$ cat config.mk
export PLATFORM = sky130hd
export DESIGN_NAME = fetch_thread_sched
export DESIGN_NICKNAME = d
export VERILOG_FILES = /design/src/rtl/fetch_thread_sched.sv
export SDC_FILE = /design/constraint.sdc
export NUM_CORES = 1
export LEC_CHECK = 0
export ABC_CLOCK_PERIOD_IN_PS = 5300
export BUFFER_PORTS_ARGS = -buffer_cell sky130_fd_sc_hd__buf_2
export CORE_ASPECT_RATIO = 1.1
export CORE_MARGIN = 2
export CORE_UTILIZATION = 40
export CTS_BUF_LIST = sky130_fd_sc_hd__clkbuf_16
export DETAILED_ROUTE_END_ITERATION = 6
export PLACE_DENSITY = 0.65
export SLEW_MARGIN = 25
export SYNTH_ARGS = -nofsm -noshare
export SYNTH_HDL_FRONTEND = slang
export SYNTH_SLANG_ARGS = --single-unit
export TNS_END_PERCENT = 30
$ cat constraint.sdc
create_clock -name clk -period 5.3 [get_ports clk]
set_input_delay 0.53 -clock clk [delete_from_list [all_inputs] [get_ports clk]]
set_output_delay 0.53 -clock clk [all_outputs]
set_load 0.005 [all_outputs]
$ cat src/rtl/fetch_thread_sched.sv
// Multithreaded fetch front-end: per-thread PCs and fetch FSMs, stall-aware
// round-robin issue to the I-TLB/I-cache, and same-cycle lookup result handling.
module fetch_thread_sched #(
    parameter int                 N_THREADS  = 4,
    parameter int                 VADDR_W    = 32,
    parameter int                 WORD_BYTES = 4,
    parameter logic [VADDR_W-1:0] RESET_PC   = VADDR_W'(32'h0000_1000),
    localparam int                TID_W      = (N_THREADS > 1) ? $clog2(N_THREADS) : 1
) (
    input  logic                 clk,
    input  logic                 rst,
    input  logic                 i_id_ready,
    input  logic [N_THREADS-1:0] i_ext_stall,
    output logic                 o_issue_valid,
    output logic [TID_W-1:0]     o_issue_thread,
    output logic [VADDR_W-1:0]   o_issue_pc,
    input  logic                 i_lookup_hit,
    input  logic                 i_lookup_itlb_miss,
    input  logic                 i_lookup_icache_miss,
    input  logic                 i_fill_valid,
    input  logic [TID_W-1:0]     i_fill_thread,
    input  logic                 i_redirect_en,
    input  logic [TID_W-1:0]     i_redirect_thread,
    input  logic [VADDR_W-1:0]   i_redirect_pc,
    output logic [N_THREADS-1:0] o_thread_waiting
);

    typedef enum logic [1:0] {
        RUN       = 2'd0,
        INFLIGHT  = 2'd1,
        WAIT_FILL = 2'd2,
        WAIT_TLB  = 2'd3
    } thr_state_t;

    thr_state_t           r_state     [N_THREADS];
    thr_state_t           w_state_nxt [N_THREADS];
    logic [VADDR_W-1:0]   r_pc        [N_THREADS];
    logic [VADDR_W-1:0]   w_pc_nxt    [N_THREADS];
    logic [TID_W-1:0]     r_ptr;
    logic                 r_issue_valid;
    logic [TID_W-1:0]     r_issue_thread;
    logic [VADDR_W-1:0]   r_issue_pc;
    logic [N_THREADS-1:0] r_waiting;

    logic [N_THREADS-1:0] w_eligible;
    logic [N_THREADS-1:0] w_waiting_nxt;
    logic [TID_W-1:0]     w_winner;
    logic                 w_found;
    logic                 w_issue;

    // A thread being redirected this cycle is held back so its stale PC is never issued.
    always_comb begin
        w_eligible = '0;
        for (int t = 0; t < N_THREADS; t++) begin
            w_eligible[t] = (r_state[t] == RUN) && !i_ext_stall[t] &&
                            !(i_redirect_en && (i_redirect_thread == TID_W'(t)));
        end
    end

    // Descending scan so the nearest thread after the pointer is the last (winning) assignment.
    always_comb begin
        w_found  = 1'b0;
        w_winner = '0;
        for (int k = N_THREADS; k >= 1; k--) begin
            automatic int idx = (int'(r_ptr) + k) % N_THREADS;
            if (w_eligible[idx]) begin
                w_found  = 1'b1;
                w_winner = TID_W'(idx);
            end
        end
    end

    assign w_issue = i_id_ready && w_found;

    // Later assignments override earlier ones: lookup, then fill, then issue, then redirect.
    always_comb begin
        w_waiting_nxt = '0;
        for (int t = 0; t < N_THREADS; t++) begin
            w_state_nxt[t] = r_state[t];
            w_pc_nxt[t]    = r_pc[t];
            if (r_issue_valid && (r_issue_thread == TID_W'(t)) && (r_state[t] == INFLIGHT)) begin
                if (i_lookup_itlb_miss) begin
                    w_state_nxt[t] = WAIT_TLB;
                end else if (i_lookup_icache_miss) begin
                    w_state_nxt[t] = WAIT_FILL;
                end else if (i_lookup_hit) begin
                    w_state_nxt[t] = RUN;
                    w_pc_nxt[t]    = r_pc[t] + VADDR_W'(WORD_BYTES);
                end else begin
                    w_state_nxt[t] = WAIT_FILL;
                end
            end
            if (i_fill_valid && (i_fill_thread == TID_W'(t)) && (r_state[t] == WAIT_FILL)) begin
                w_state_nxt[t] = RUN;
            end
            if (w_issue && (w_winner == TID_W'(t))) begin
                w_state_nxt[t] = INFLIGHT;
            end
            if (i_redirect_en && (i_redirect_thread == TID_W'(t))) begin
                w_state_nxt[t] = RUN;
                w_pc_nxt[t]    = i_redirect_pc;
            end
            w_waiting_nxt[t] = (w_state_nxt[t] == WAIT_FILL) || (w_state_nxt[t] == WAIT_TLB);
        end
    end

    always_ff @(posedge clk) begin
        if (rst) begin
            for (int t = 0; t < N_THREADS; t++) begin
                r_state[t] <= RUN;
                r_pc[t]    <= RESET_PC;
            end
            r_ptr          <= TID_W'(N_THREADS - 1);
            r_issue_valid  <= 1'b0;
            r_issue_thread <= '0;
            r_issue_pc     <= '0;
            r_waiting      <= '0;
        end else begin
            for (int t = 0; t < N_THREADS; t++) begin
                r_state[t] <= w_state_nxt[t];
                r_pc[t]    <= w_pc_nxt[t];
            end
            r_issue_valid <= w_issue;
            if (w_issue) begin
                r_issue_thread <= w_winner;
                r_issue_pc     <= r_pc[w_winner];
                r_ptr          <= w_winner;
            end
            r_waiting <= w_waiting_nxt;
        end
    end

    assign o_issue_valid    = r_issue_valid;
    assign o_issue_thread   = r_issue_thread;
    assign o_issue_pc       = r_issue_pc;
    assign o_thread_waiting = r_waiting;

endmodule

==> summary.md <==
| Metric | Value |
|---|---|
| Sequential area share after synthesis | `38.1%` |
| Number of detailed-routing iterations run before antenna repair | `5` |
| Most heavily used metal layer in global routing | `met2` |
| Initial Utilization | `40.7%` |
| Master cell of the clock root buffer | `sky130_fd_sc_hd__clkbuf_16` |
| Share of layout cells above drive strength 1 | `12.5%` |
| Max Buffers Root-to-Sink | `2` |
| Max cap viols | `0` |
| Arrival time at the worst endpoint | `3330 ps` |
| Design area | `10500 µm²` |
| Final Cycle Share | `56.3%` |
| Number of vias per cell | `5.70` |
| Classification of the worst-slack hold path | `in2reg` |
| Number of different library cells in the post-synthesis netlist | `58` |
| Post-route antenna net violation count | `0` |
| Fin nets | `1187` |
| Final setup vio count | `0` |
| Area fraction of the dominant cell type after synthesis | `38.1%` |
| CTS buffer count | `17` |
| PwrDens | `305 nW/µm²` |
| Global-route met1 utilization | `30.4%` |
| Core footprint | `22900 µm²` |
| Number of register bits inferred by synthesis | `177` |
| Placed cell areas | `9890 µm²` |
| Placed cells | `1416` |
| Number of placement rows | `58` |
| Met3 routing resource usage after global routing | `4.03%` |
| Critical Path RT | `5640 ps` |
| Outcome | `completed` |
| WL per Instance | `18.2 µm` |
| Worst Setup Slack, final | `2320 ps` |
| Vias in the first global route | `7689` |
| Fin Clk Skew | `9.96 ps` |
| Post-detailed-placement half-perimeter wirelength | `18000 µm` |
| Clock network latency to the later pin of the worst-skew pair | `440 ps` |
| Overflow after GRT | `0` |
| Cells taking the most area after synthesis | `sky130_fd_sc_hd__dfxtp_1 (38%), sky130_fd_sc_hd__a211oi_1 (8.1%), sky130_fd_sc_hd__mux2i_1 (7.2%), sky130_fd_sc_hd__nor2_1 (5.5%), sky130_fd_sc_hd__xnor2_1 (5.3%)` |
| Die X | `149 µm` |
| Global-route wire length before repair | `42300 µm` |
| Slowest Stage Delay on Critical Path | `850 ps` |
| Max H-tree Level | `4` |
| Asr flop ratio synth | `0%` |
| Kind of cell with the highest combined delay on the critical path | `simple AND/OR/NAND/NOR gates` |
| Area taken by flip-flops and latches | `3540 µm²` |
| Total number of yosys warnings | `0` |
| Netlist Area Pre-Place | `9300 µm²` |
| Non-Filler Instances | `1448` |
| Worst-path maximum fanout | `12` |
| Count of buffering cells on the critical path with inverters included | `0` |
| Minimum setup slack after placement | `2000 ps` |
| CP Class | `reg2reg` |
| Total leakage power | `3.71 nW` |
| Area growth from synthesis to final layout | `12.9%` |
| Maximum number of pins on one net before global-route repair | `88` |
| Number of instances resized during post-cts repair | `0` |
| Number of standard cells after synthesis | `1093` |
| Area leader, netlist | `sky130_fd_sc_hd__dfxtp_1` |
| Synthesized net count | `1145` |
| Transition time at the pin with the least slew margin | `997 ps` |
| Peak VDD IR | `0.208 mV` |
| Antenna violations before repair | `0` |
| Met2 usage | `34.9%` |
| Clock tree from TritonCTS | `yes` |
| Maximum clock frequency | `0.335 GHz` |
| Worst-case headroom to the max-slew limit | `33.5%` |
| Reg clk slew, reported paths | `70 ps` |
| Postcts setup bufs | `0` |
| Routed vias | `8250` |
| Post-route setup TNS | `0 ps` |
| Antenna fix cells | `0` |
| Io pins | `87` |
| Die ar. | `24500 µm²` |
| Max-slew violation total from the final report | `0` |
| Number of port buffers | `86` |
| Number of buffers inserted by hold repair at cts | `0` |
| Worst Setup End Kind | `flop` |
| Number of hold violations in the final report | `0` |
| Chip Height | `164 µm` |
| Number of synthesized flops with an enable pin | `0` |
| CP Launch Type | `flop` |
| Shortest clock period the worst path allows after layout | `2980 ps` |
| Global-route total usage across every layer | `22.1%` |
| Library cell contributing the largest single delay on the critical path | `sky130_fd_sc_hd__nor3_1` |
| DRC violations left | `0` |
| Combined area of the multi-input logic cells | `5400 µm²` |
| Setup repair after global routing missed its margin | `no` |
| Fill count | `2246` |
| CP Cell Sequence | `nor3b_1, nand4_1, nor3_1, and4_1, xnor2_1, a211oi_1` |
| RD Place Congestion | `0.889` |
| Sinks on Clock Net | `177` |
| Drt total wl | `26400 µm` |
| Average size of a mapped cell | `8.51 µm²` |
| Detailed Route Iter0 Violations | `567` |
| Ys flop type | `sky130_fd_sc_hd__dfxtp_1` |
## state kept, by name (all words and copies together) (netlist names)
name              flops
r_pc                128
o_issue_pc           32
r_state               8
o_thread_waiting      4
o_issue_thread        2
r_ptr                 2
o_issue_valid         1
## synth_stat cells (7+ instances only)
library cell	n
sky130_fd_sc_hd__a211oi_1	100
sky130_fd_sc_hd__a21oi_1	16
sky130_fd_sc_hd__a311oi_1	11
sky130_fd_sc_hd__and2_1	7
sky130_fd_sc_hd__and3_1	20
sky130_fd_sc_hd__and4_1	8
sky130_fd_sc_hd__buf_1	13
sky130_fd_sc_hd__buf_2	12
sky130_fd_sc_hd__clkbuf_1	45
sky130_fd_sc_hd__dfxtp_1	177
sky130_fd_sc_hd__inv_1	18
sky130_fd_sc_hd__mux2i_1	67
sky130_fd_sc_hd__nand2_1	98
sky130_fd_sc_hd__nand3_1	42
sky130_fd_sc_hd__nand4_1	30
sky130_fd_sc_hd__nor2_1	137
sky130_fd_sc_hd__nor2b_1	7
sky130_fd_sc_hd__nor3_1	33
sky130_fd_sc_hd__nor4_1	8
sky130_fd_sc_hd__o21ai_0	18
sky130_fd_sc_hd__o221ai_1	33
sky130_fd_sc_hd__or3_1	17
sky130_fd_sc_hd__xnor2_1	56
sky130_fd_sc_hd__xor2_1	49
## worst reg2reg max path: cells and delay by family (launching register included)
kind | cells | cell delay (ps)
and+or+nand+nor | 4 | 2140
DFF | 1 | 460
AOI/OAI and AO/OA | 1 | 220
xor gates and xnor gates | 1 | 70
## cell usage in the layout, fill, tap and decap left out, types with 7 or more instances in the layout
cell,n
sky130_fd_sc_hd__buf_2,85
sky130_fd_sc_hd__o221ai_1,33
sky130_fd_sc_hd__xor2_1,49
sky130_fd_sc_hd__nand2_1,98
sky130_fd_sc_hd__mux2i_1,67
sky130_fd_sc_hd__nor2_1,137
sky130_fd_sc_hd__a211oi_1,100
sky130_fd_sc_hd__a21oi_1,15
sky130_fd_sc_hd__clkbuf_16,17
sky130_fd_sc_hd__a311oi_1,11
sky130_fd_sc_hd__and2_1,7
sky130_fd_sc_hd__and3_1,20
sky130_fd_sc_hd__nor4_1,8
sky130_fd_sc_hd__nand4_1,30
sky130_fd_sc_hd__and4_1,8
sky130_fd_sc_hd__dfxtp_1,177
sky130_fd_sc_hd__o21ai_0,18
sky130_fd_sc_hd__nor3_1,33
sky130_fd_sc_hd__xnor2_1,56
sky130_fd_sc_hd__buf_4,11
sky130_fd_sc_hd__or3_1,17
sky130_fd_sc_hd__inv_1,20
sky130_fd_sc_hd__nand3_1,41
## power by group
| part | total, mW | switching (mW) | internal, mW |
|---|---|---|---|
| Clock | 1.31 | 0.538 | 0.777 |
| Combinational | 0.411 | 0.241 | 0.170 |
| Sequential | 1.48 | 0.0783 | 1.40 |
## worst paths after layout
kind / startpoint / end / slack (ps) / cells after the start
min: i_redirect_pc[1] / r_pc[3][1] / 360 / 3
max reg2reg: o_issue_thread[0] / r_pc[1][21] / 2320 / 6
min reg2reg: r_pc[0][1] / r_pc[0][1] / 450 / 2
max: o_issue_thread[0] / r_pc[1][21] / 2320 / 6
## layer usage
| layer | vias up | part of all wire [%] |
|---|---|---|
| met2 | 223 | 47 |
| met3 | 41 | 5.5 |
| li1 | 4075 | - |
| met1 | 3911 | 46 |
| met4 | 0 | 2.5 |
| met5 | - | 0 |
## cell families after synthesis
| kind of cell | share of synthesized area (%) |
|---|---|
| mux | 7.21 |
| compound gates | 16.0 |
| simple gates | 24.2 |
| xor+xnor | 9.89 |
| buf+inv | 4.04 |
| fa+ha+maj | 0.538 |
| flops | 38.1 |
## metrics by stage
stage / utilization, % / power [mW] / hold WS [ps]
2_1_floorplan: - / 1.78 / 436
3_3_place_gp: 43.3 / 1.91 / 441
3_5_place_dp: 43.3 / 1.91 / 446
4_1_cts: 45.9 / 3.21 / 352
5_1_grt: 45.9 / 3.33 / 341
6_report: 45.9 / 3.20 / 358
## cell type report
type	instances	share of cell area [%]
Sequential cell	177	33.8
Multi-Input combinational cell	825	51.4
Clock inverter	15	1.67
Tap cell	300	3.58
Inverter	18	0.644
Timing Repair Buffer	96	4.84
Clock buffer	17	4.05
(Power assumes the default switching activity.)
